===== src/rtl/lookahead_output_allocator_if.sv =====
// lookahead_output_allocator_if - input-port request/grant bundle for one router output
//   req_in    : input i has a flit routed to this output at its buffer head
//   head_in   : flit at input i is a head flit
//   tail_in   : flit at input i is a tail flit (head&tail = single-flit packet)
//   grant_out : one-hot dequeue strobe back to input i
interface lookahead_output_allocator_if;
    logic [4:0] req_in;
    logic [4:0] head_in;
    logic [4:0] tail_in;
    logic [4:0] grant_out;

    modport master (
        output req_in,
        output head_in,
        output tail_in,
        input  grant_out
    );

    modport slave (
        input  req_in,
        input  head_in,
        input  tail_in,
        output grant_out
    );
endinterface


===== src/rtl/lookahead_output_allocator.sv =====
// lookahead_output_allocator - wormhole switch allocator and credit tracker for one output
//   clk           : router clock
//   rst           : asynchronous active-low reset
//   port_if       : req/head/tail in, one-hot combinational grant out (5 inputs N,S,W,E,P)
//   credit_in     : one-cycle pulse, downstream freed a buffer slot
//   xbar_sel_out  : registered index of the input whose flit was sent last cycle
//   valid_out     : registered, output flit valid this cycle
//   credits_out   : current credit count
//   locked_out    : a packet currently owns the output
//   err_out       : sticky credit overflow / protocol violation flag
module lookahead_output_allocator #(
    parameter int          Credits   = 4,
    parameter logic [4:0]  InputMask = 5'b11111,
    localparam int         CntW      = $clog2(Credits + 1)
) (
    input  logic                     clk,
    input  logic                     rst,
    lookahead_output_allocator_if.slave port_if,
    input  logic                     credit_in,
    output logic [2:0]               xbar_sel_out,
    output logic                     valid_out,
    output logic [CntW-1:0]          credits_out,
    output logic                     locked_out,
    output logic                     err_out
);

    typedef enum logic {
        IDLE   = 1'b0,
        LOCKED = 1'b1
    } state_t;

    state_t          state, next_state;
    logic [2:0]      rr_ptr;
    logic [2:0]      owner;
    logic [CntW-1:0] credits;

    logic [4:0]      eligible;
    logic [4:0]      cand;
    logic [4:0]      grant;
    logic [2:0]      grant_idx;
    logic [2:0]      win_idx;
    logic            win_found;
    logic [3:0]      scan_idx;
    logic            has_credit;
    logic            fire;
    logic            err_set;

    assign eligible   = port_if.req_in & InputMask;
    assign cand       = eligible & port_if.head_in;
    assign has_credit = (credits != '0);

    always_ff @(posedge clk or negedge rst) begin
        if (!rst) begin
            state <= IDLE;
        end else begin
            state <= next_state;
        end
    end

    always_comb begin
        next_state = state;
        grant      = '0;
        grant_idx  = 3'd0;
        win_found  = 1'b0;
        win_idx    = 3'd0;
        scan_idx   = 4'd0;
        // Round-robin scan starting just after the last winner.
        for (int k = 1; k <= 5; k++) begin
            scan_idx = {1'b0, rr_ptr} + 4'(k);
            if (scan_idx >= 4'd5) begin
                scan_idx = scan_idx - 4'd5;
            end
            if (!win_found && cand[scan_idx[2:0]]) begin
                win_found = 1'b1;
                win_idx   = scan_idx[2:0];
            end
        end
        case (state)
            IDLE: begin
                if (win_found && has_credit) begin
                    grant[win_idx] = 1'b1;
                    grant_idx      = win_idx;
                    if (!port_if.tail_in[win_idx]) begin
                        next_state = LOCKED;
                    end
                end
            end
            LOCKED: begin
                // Only the owning packet may advance; gaps simply hold the lock.
                if (eligible[owner] && has_credit) begin
                    grant[owner] = 1'b1;
                    grant_idx    = owner;
                    if (port_if.tail_in[owner]) begin
                        next_state = IDLE;
                    end
                end
            end
            default: next_state = IDLE;
        endcase
        if (!rst) begin
            grant      = '0;
            next_state = IDLE;
        end
    end

    assign fire              = |grant;
    assign port_if.grant_out = grant;

    // Head arriving on the owner mid-packet, or any request on a masked input.
    assign err_set = ((state == LOCKED) && port_if.req_in[owner] && port_if.head_in[owner])
                   || (|(port_if.req_in & ~InputMask));

    always_ff @(posedge clk or negedge rst) begin
        if (!rst) begin
            rr_ptr       <= 3'd4;
            owner        <= 3'd0;
            credits      <= CntW'(Credits);
            xbar_sel_out <= 3'd0;
            valid_out    <= 1'b0;
            err_out      <= 1'b0;
        end else begin
            valid_out <= fire;
            if (fire) begin
                xbar_sel_out <= grant_idx;
            end
            if ((state == IDLE) && fire) begin
                rr_ptr <= grant_idx;
                owner  <= grant_idx;
            end
            case ({fire, credit_in})
                2'b10: credits <= credits - 1'b1;
                2'b01: begin
                    if (credits == CntW'(Credits)) begin
                        err_out <= 1'b1;
                    end else begin
                        credits <= credits + 1'b1;
                    end
                end
                default: credits <= credits;
            endcase
            if (err_set) begin
                err_out <= 1'b1;
            end
        end
    end

    assign credits_out = credits;
    assign locked_out  = (state == LOCKED);

endmodule


===== src/flat_wrapper.sv =====
// flat-port wrapper written by rule: the top's interface ports become plain ports
module lookahead_output_allocator_flat 
#(
    parameter int          Credits   = 4,
    parameter logic [4:0]  InputMask = 5'b11111,
    localparam int         CntW      = $clog2(Credits + 1)
)
  (clk, rst, credit_in, xbar_sel_out, valid_out, credits_out, locked_out, err_out, port_if_req_in, port_if_head_in, port_if_tail_in, port_if_grant_out);
  lookahead_output_allocator_if port_if_i ();
  input  logic clk;
  input  logic rst;
  input  logic credit_in;
  output logic [2:0] xbar_sel_out;
  output logic valid_out;
  output logic [CntW-1:0] credits_out;
  output logic locked_out;
  output logic err_out;
  input wire logic [$bits(port_if_i.req_in)-1:0] port_if_req_in;
  input wire logic [$bits(port_if_i.head_in)-1:0] port_if_head_in;
  input wire logic [$bits(port_if_i.tail_in)-1:0] port_if_tail_in;
  output wire logic [$bits(port_if_i.grant_out)-1:0] port_if_grant_out;
  assign port_if_i.req_in = port_if_req_in;
  assign port_if_i.head_in = port_if_head_in;
  assign port_if_i.tail_in = port_if_tail_in;
  assign port_if_grant_out = port_if_i.grant_out;
  lookahead_output_allocator #(.Credits(Credits), .InputMask(InputMask)) u_core (.clk(clk), .rst(rst), .port_if(port_if_i), .credit_in(credit_in), .xbar_sel_out(xbar_sel_out), .valid_out(valid_out), .credits_out(credits_out), .locked_out(locked_out), .err_out(err_out));
endmodule

===== config.mk =====
export PLATFORM = sky130hd
export DESIGN_NAME = lookahead_output_allocator_flat
export DESIGN_NICKNAME = d
export VERILOG_FILES = /design/src/rtl/lookahead_output_allocator_if.sv /design/src/rtl/lookahead_output_allocator.sv /design/src/flat_wrapper.sv
export SDC_FILE = /design/constraint.sdc
export NUM_CORES = 1
export LEC_CHECK = 0
export ABC_AREA = 1
export CAP_MARGIN = 30
export CORE_AREA = 2 2 88 90
export DETAILED_ROUTE_END_ITERATION = 7
export DIE_AREA = 0 0 90 92
export PLACE_DENSITY = 0.59
export SYNTH_ARGS = -nofsm -noshare
export SYNTH_HDL_FRONTEND = slang
export SYNTH_SLANG_ARGS = --single-unit
export TNS_END_PERCENT = 20

===== constraint.sdc =====
create_clock -name clk -period 6.1 [get_ports clk]
set_input_delay 0.915 -clock clk [delete_from_list [all_inputs] [get_ports clk]]
set_output_delay 0.915 -clock clk [all_outputs]
set_load 0.05 [all_outputs]

## Yosys cells after proc, flatten, opt, wreduce, memory -nomap -nowiden

Index checks and enable logic that the tools add are counted.

| storage, ports and cells | value |
|---|---|
| register bits | 15 |
| input port bits | 18 |

| operators by class | value |
|---|---|
| add/subtract/negate cells | 12 |
| $lt $le $gt $ge | 14 |
| equal/unequal tests | 4 |
| multiplexer cells | 55 |
| bitwise operators | 2 |
| reduce and logical (&&, ||, !) cells | 22 |

Operator list:

| cell | number |
|---|---|
| two-way mux 3 bit | 13 |
| < comparator 3 x 4 -> 1 bit, second input constant | 7 |
| binary-select mux 1 bit (select 3 bit) | 9 |
| two-way mux 1 bit | 24 |
| >= comparator 4 x 3 -> 1 bit, second input constant | 5 |
| two-way mux 5 bit | 3 |
| subtractor 3 bit, second input constant | 5 |
| case mux 3 bit (2 select lines) | 2 |
| logical AND 1 bit | 11 |
| case mux 5 bit (2 select lines) | 1 |
| adder 3 x 2 -> 4 bit, second input constant | 2 |
| adder 3 x 3 -> 4 bit, second input constant | 2 |
| demux 1 bit (select 3 bit) | 2 |
| >= comparator 3 x 1 -> 1 bit, second input constant | 2 |
| nonzero test 2 bit | 3 |
| AND 5 bit | 1 |
| OR reduction 5 bit | 1 |
| adder 3 x 1 -> 4 bit, second input constant | 1 |
| zero test 1 bit | 4 |
| AND reduction 2 bit | 2 |
| adder 3 x 1 -> 3 bit, second input constant | 1 |
| equality test 3 bit, second input constant | 1 |
| nonzero test 3 bit | 1 |
| subtractor 3 x 1 -> 3 bit, second input constant | 1 |
| other kinds (5) | 5 |

## Logic depth before layout (Yosys ltp)

Gate-level depths: netlist of run 1.

| logic depth | value |
|---|---|
| depth in word-level cells | 29 |
| mapped depth | 34 |
| mapped depth without buffers | 32 |

## Least setup slack after synthesis of run 1

No wires, ideal clock.

| timing | value |
|---|---|
| kind | register to output |
| from | register u_core.owner[0] |
| to | output port port_if_grant_out[1] |
| arrival time | 3.123 ns |
| path slack | 2.062 ns |
| stages on the path, launching flop included | 26 |
| path buffers | 2 |
| cell sequence | dfrtp_1 > buf_6 > inv_2 > buf_6 > ha_1 > inv_1 > fa_1 > inv_1 > nand2_1 > nand2_1 > nand2_1 > nand2_1 > nand3_1 > nand2_1 > nand2_1 > nand2_1 > inv_2 > nand2_4 > nor2_1 > nor2_1 > nand3_2 > nor2_2 > nand3_1 > nand2_1 > nand2_1 > inv_1 |

| on the way | value |
|---|---|
| word-level cells in the longest chain between the ends | 7 |

RTL lines:

| what | line | text |
|---|---|---|
| from (decl) | lookahead_output_allocator.sv:34 | `logic [2:0] owner;` |
| from (signal assigned) | lookahead_output_allocator.sv:128 | `owner <= grant_idx;` |
| < comparator 3 x 4 -> 1 bit (not written as such) / >= comparator 3 x 1 -> 1 bit (equally long branches) | lookahead_output_allocator.sv:91 | `grant[owner] = 1'b1;` |
| logical AND 1 bit (not written as such) | lookahead_output_allocator.sv:91 |  |
| two-way mux 1 bit (not written as such) | lookahead_output_allocator.sv:91 |  |
| demux 1 bit (select 3 bit) | - |  |
| two-way mux 5 bit (*) | lookahead_output_allocator.sv:90 | `if (eligible[owner] && has_credit) begin` |
| case mux 5 bit (2 select lines) (*) | lookahead_output_allocator.sv:78 | `case (state)` |
| two-way mux 5 bit (*) | lookahead_output_allocator.sv:100 | `if (!rst) begin` |
| to (decl) | flat_wrapper.sv:21 | `output wire logic [$bits(port_if_i.grant_out)-1:0] port_if_grant_out;` |

Mark *: on every way between the ends. The rest lies on a longest branch, timed or not. The select of a mux whose other input is x is not followed.

## Final worst setup path of run 1

Ends and elaborated chain as after synthesis.

==> flow_summary.ini, run 1 <==
[logic_synthesis]
synth_common_cells = nand2_1 (84), nand3_1 (40), inv_1 (33)
syn-num-nets = 349
yosysMostFrequentCell = nand2_1
synth-compound-area-share_pct = 13.2
ys.flop_type = dfrtp_1
yosys.area.top_type = nand2_1
synth_fa_ha_area_share_pct = 7.71
synth_seq_cells = 13
synth_cell_types = 39
postSynthAreaPerCell_um2 = 6.71
syn_area_um2 = 2140
synthSimpleGateAreaFrac_pct = 52.2
synth_mux_area_share_pct = 0.526
ys_seq_area_share_pct = 15.3
synth_top_family_by_area = simple AND/OR/NAND/NOR gates
netlist_instances = 319
async_flop_share_pct = 100
synthTopCellsByArea = nand2_1 (15%), dfrtp_1 (13%), nand3_1 (9.3%)
yosys_warnings = 0
synth_top_cell_area_share_pct = 14.7
yosys.area_share.xor_xnor_pct = 1.23
synth_edf_count = 0

[place]
dpl.hpwl_mm = 4.71
gp_congestion = 0.927
io_buffers = 31

[grt]
grt_max_degree = 27
grt_overflow = 0
antenna_found_initial = 0
grt_pass1_vias = 2112
grt_use_total_pct = 14.6
grt_pass1_wl_mm = 10.2

[worst_setup_path]
endpoint_kind = output port
worstPathMaxFanout = 18
rr_worst_depth = 30
crit_end = port_if_grant_out[1]
critPathLaunch = u_core.owner[0]
crit_slowest_cell = clkdlybuf4s50_1
rrSetupSlack_ps = 1710
r2r_end = u_core.credits_out[2]
cp-start-kind = flip-flop
path_class = flip-flop to output port
path_cells = inv_2, ha_1, inv_1, fa_1, inv_1, nand2_1, nand2_1, nand2_1, nand2_1, nand3_1, nand2_1, nand2_1, nand2_1, inv_2, nand2_4, nor2_1, nor2_1, nand3_2, nor2_2, nand3_1, nand2_1, nand2_1, inv_1, clkdlybuf4s50_1
cp_common_cell = nand2_1
r2r-start = u_core.owner[0]
max_stage_delay_ps = 790
worstPathRequired_ps = 5180
arrival_ps = 4200

[cts]
clock_path_buffers = 2
numCtsBuffers = 3
cts_htree_levels = 1
clkTransAtPathRegs_ps = 60
post_cts_buffers = 0
cts.sinks = 13
post_cts_resized = 0
tritoncts = built
clock_latency_ps = 240
cts_root_buf = clkbuf_8
hold_buffers = 0

[drt]
avgRoutedWirePerCell_um = 12.9
drt_iter0_drc = 97
viasPerCell = 4.91
wl_mm = 5.84
routed-via-count = 2214
ant_nets = 0
drtPass1Iterations = 4
drcViolationCount = 0

[finish]
seq_area_um2 = 328
multiInputGateArea_um2 = 1600
num-fill-cells = 840
diodes = 0
nets = 380
drive_above_1_share_pct = 18.6
area_growth_pct = 20.0

[die]
die-area_um2 = 8280
die_h_um = 92
ios = 32
coreArea_um2 = 7450
row_count = 32
die_width_um = 90
initial_utilization_pct = 28.8

[sta]
relSlewSlack_pct = 46.1
fin_crit_sh_pct = 83.9
finClkSkew_ps = 1.71
min_period_ps = 5110
worst_pin_slew_ps = 806
setup_tns_ps = 0
rsz0062_at_grt = false
setup_violations = 0
hold_viol = 0
max_freq_mhz = 196
drv_slew = 0

[outcome]
status = completed

[run]
drv_cap = 0

[worst_hold_path]
hold_class = flip-flop to flip-flop
## routing by layer
layer	vias to the layer above	routed length, µm	track usage [%]
li1	1134	-	-
met1	994	2710	19.5
met2	70	2670	24.3
met3	16	317	1.81
met4	0	141	4.87
met5	-	0	0
## metrics by stage
stage / hold WS, ps / instances / cell area, µm² / utilization (%) / worst slack [ps]
detailed placement: 471 / 447 / 2520 / 33.9 / 1270
CTS: 491 / 451 / 2570 / 34.5 / 979
finish: 487 / 451 / 2570 / 34.5 / 985
global placement: 467 / 447 / 2520 / 33.9 / 1250
global route: 518 / 451 / 2570 / 34.5 / 559
floorplan: 600 / 319 / 2140 / - / 2060
## worst max-delay path: cells and delay by family (launching register included)
kind / cells / cell delay, ps
AND/OR/NAND/NOR: 16 / 1490
buffers and inverters: 6 / 1490
adder cells (fa/ha/maj): 2 / 570
flip-flops: 1 / 380
## cell usage in the layout (no fill, tap or decap), types with 2 or more instances in the layout
cell and n:
nand2_1 84, nand3_1 40, inv_1 33, clkdlybuf4s50_1 31
nand2_2 18, nor2_1 15, nand4_1 13, o21ai_0 11
a21oi_1 11, dfrtp_1 11, ha_1 10, nand3_2 7
inv_2 6, o21ai_2 6, nand3b_1 5, nand3_4 5
nand2_4 5, o21ai_1 5, nor2_2 3, clkbuf_8 3
xor2_1 2, nor3_1 2, nor2_8 2, o22ai_1 2
a31oi_1 2, fa_1 2, dfstp_2 2
## kinds of logic after synthesis
| family | after synthesis |
|---|---|
| buffers and inverters | 45 |
| adder cells (fa/ha/maj) | 12 |
| multiplexers | 1 |
| XOR/XNOR | 3 |
| AO/OA/AOI/OAI | 44 |
| AND/OR/NAND/NOR | 201 |
| flip-flops | 13 |
## registers in the layout (all words and copies together) (netlist names)
signal	flops
u_core.credits_out	3
u_core.err_out	1
u_core.locked_out	1
u_core.owner	3
u_core.rr_ptr	1
u_core.valid_out	1
u_core.xbar_sel_out	3
## layout make-up
cell class / instances / share of cell area [%]
clock buffers: 3 / 1.61
clock inverters: 1 / 0.195
inverters: 39 / 5.70
multi-input cells: 261 / 62.4
flip-flops and latches: 13 / 12.8
well taps: 102 / 4.97
repair buffers: 32 / 12.4
## how the worst min path moves through the flow
stage / depth (start not counted) / endpoint / startpoint / slack [ps]
finish: 2 / u_core.err_out / u_core.err_out / 490
global route: 2 / u_core.err_out / u_core.err_out / 520
CTS: 2 / u_core.xbar_sel_out[2] / u_core.xbar_sel_out[2] / 490
detailed placement: 2 / u_core.xbar_sel_out[2] / u_core.xbar_sel_out[2] / 470
global placement: 2 / u_core.xbar_sel_out[2] / u_core.xbar_sel_out[2] / 470
floorplan: 2 / u_core.owner[2] / u_core.owner[2] / 600
Power of run 1 is left out: the tool's default activity adds up to more than one toggle a clock period on the data nets, which glitch-free logic cannot reach.
==> run 2, diff against run 1 <==
--- a/config.mk
+++ b/config.mk
@@ -10,7 +10,7 @@
 export CORE_AREA = 2 2 88 90
 export DETAILED_ROUTE_END_ITERATION = 7
 export DIE_AREA = 0 0 90 92
-export PLACE_DENSITY = 0.59
+export PLACE_DENSITY = 0.61
 export SYNTH_ARGS = -nofsm -noshare
 export SYNTH_HDL_FRONTEND = slang
 export SYNTH_SLANG_ARGS = --single-unit
==> constraint.sdc (replaced) <==
create_clock -name clk -period 4.6 [get_ports clk]
set_input_delay 0.69 -clock clk [delete_from_list [all_inputs] [get_ports clk]]
set_output_delay 0.69 -clock clk [all_outputs]
set_load 0.05 [all_outputs]
==> run 2 against run 1 <==
  * Core utilization up 1.4 points
  * Worst setup slack worse by 500 ps
  * Design area up 4.2%
  * Non-clock buffer count up 7
  * Count of clock-buffer cells in the layout unchanged
  * Final cell count up 1.6%
  * Clock skew up 0.71 ps
  * Sequential cell count unchanged
  * Die area unchanged
  * Worst hold slack worse by 3.1 ps
==> flow_summary.ini, run 2 (synthesis gave the netlist of run 1 again) <==
[worst_setup_path]
worstPathRequired_ps = 4780
arrival_ps = 4290
critPathLaunch = u_core.owner[0]
worstPathMaxFanout = 10
rrSetupSlack_ps = 490
endpoint_kind = flip-flop
r2r-start = u_core.owner[0]
rr_worst_depth = 30
crit_slowest_cell = fa_1
crit_cells = 30
cp_num_buf_inv = 5
r2r_end = u_core.credits_out[2]
max_stage_delay_ps = 400
path_class = flip-flop to flip-flop
cp_common_cell = nand2_1
crit_family = simple AND/OR/NAND/NOR gates
crit_end = u_core.credits_out[2]
cp-start-kind = flip-flop

[sta]
finClkSkew_ps = 2.42
worst_pin_slew_ps = 517
fin_crit_sh_pct = 89.4
rsz0062_at_grt = false
drv_slew = 0
relSlewSlack_pct = 65.4
setup_violations = 0
setup_tns_ps = 0
min_period_ps = 4110
max_freq_mhz = 243
hold_viol = 0

[grt]
grt_pass1_wl_mm = 10.5
antenna_found_initial = 0
grt_use_total_pct = 15.0
grt_max_degree = 27
grt_overflow = 0
grt_pass1_vias = 2250

[die]
row_count = 32
initial_utilization_pct = 28.8
die-area_um2 = 8280
die_width_um = 90
coreArea_um2 = 7450
die_h_um = 92
ios = 32

[cts]
clock_path_buffers = 2
numCtsBuffers = 3
hold_buffers = 0
clkTransAtPathRegs_ps = 60
tritoncts = built
cts_htree_levels = 1
cts_root_buf = clkbuf_8
cts.sinks = 13
clock_latency_ps = 240

[finish]
drive_above_1_share_pct = 22.2
final_cell_mix = nand2_1 (84), nand3_1 (40), inv_1 (32)
num-fill-cells = 823
area_growth_pct = 25.0
final_common_cell = nand2_1
fin_cells = 458
diodes = 0
seq_area_um2 = 329
multiInputGateArea_um2 = 1600
nets = 387

[place]
io_buffers = 31
dpl.hpwl_mm = 4.84
gp_congestion = 0.897
dp_cells = 451

[drt]
routed-via-count = 2265
drt_iter0_drc = 153
viasPerCell = 4.95
drtPass1Iterations = 4
top_layer = met4
ant_nets = 0
avgRoutedWirePerCell_um = 13.2
drcViolationCount = 0
wl_met2_mm = 2.86
m1WireLength_mm = 2.67
wl_mm = 6.06
routed-wl-met3_um = 417

[worst_hold_path]
hold_class = flip-flop to flip-flop

[outcome]
status = completed

[run]
drv_cap = 0
[run 2: cell count changes in the layout (fill, tap and decap cells not counted)]
| cell | before | now |
|---|---|---|
| dfrtp_1 | 11 | 10 |
| clkinvlp_4 | 0 | 1 |
| buf_4 | 1 | 8 |
| inv_1 | 33 | 32 |
| buf_12 | 0 | 5 |
| dfrtp_2 | 0 | 1 |
| clkdlybuf4s50_1 | 31 | 26 |
[run 2: layer usage]
metal,vias to the layer above,track usage [%]
li1,1143,-
met1,1026,19.8
met4,0,4.49
met2,84,25.3
met3,12,2.30
met5,-,0
[run 2: worst min-delay path: cells and delay by family, from the launching register on]
family         cells  cell delay [ps]
AO/OA/AOI/OAI      2              100
flip-flops         1              340
[run 2: timing repair]
item / CTS / global route
endpoints found under the setup margin: 0 / 2
gates resized for setup: 0 / 2
buffers inserted: 0 / 3
hold endpoints to repair: 0 / 0
[run 2: through the flow]
step | util, % | instance area, µm² | setup WS (ps) | hold slack (ps)
after floorplan | - | 2140 | 679 | 394
after global placement | 35.0 | 2600 | 452 | 471
after detailed placement | 35.0 | 2600 | 425 | 468
after CTS | 35.6 | 2650 | 363 | 492
after global routing | 36.0 | 2680 | 115 | 523
final | 36.0 | 2680 | 488 | 484
[run 2: area by class of cell]
type / instances / area share (%)
inverters: 39 / 5.61
clock buffers: 3 / 1.54
repair buffers: 39 / 15.7
clock inverters: 1 / 0.187
multi-input cells: 261 / 59.9
flip-flops and latches: 13 / 12.3
well taps: 102 / 4.77
[run 2: worst min-delay path by stage]
stage,startpoint,endpoint,depth (start not counted)
floorplan,rst,u_core.credits_out[0],0
global placement,u_core.err_out,u_core.err_out,2
detailed placement,u_core.xbar_sel_out[2],u_core.xbar_sel_out[2],2
CTS,u_core.err_out,u_core.err_out,2
global route,u_core.xbar_sel_out[0],u_core.xbar_sel_out[0],2
finish,u_core.err_out,u_core.err_out,2
Power of run 2 is left out for the same reason.
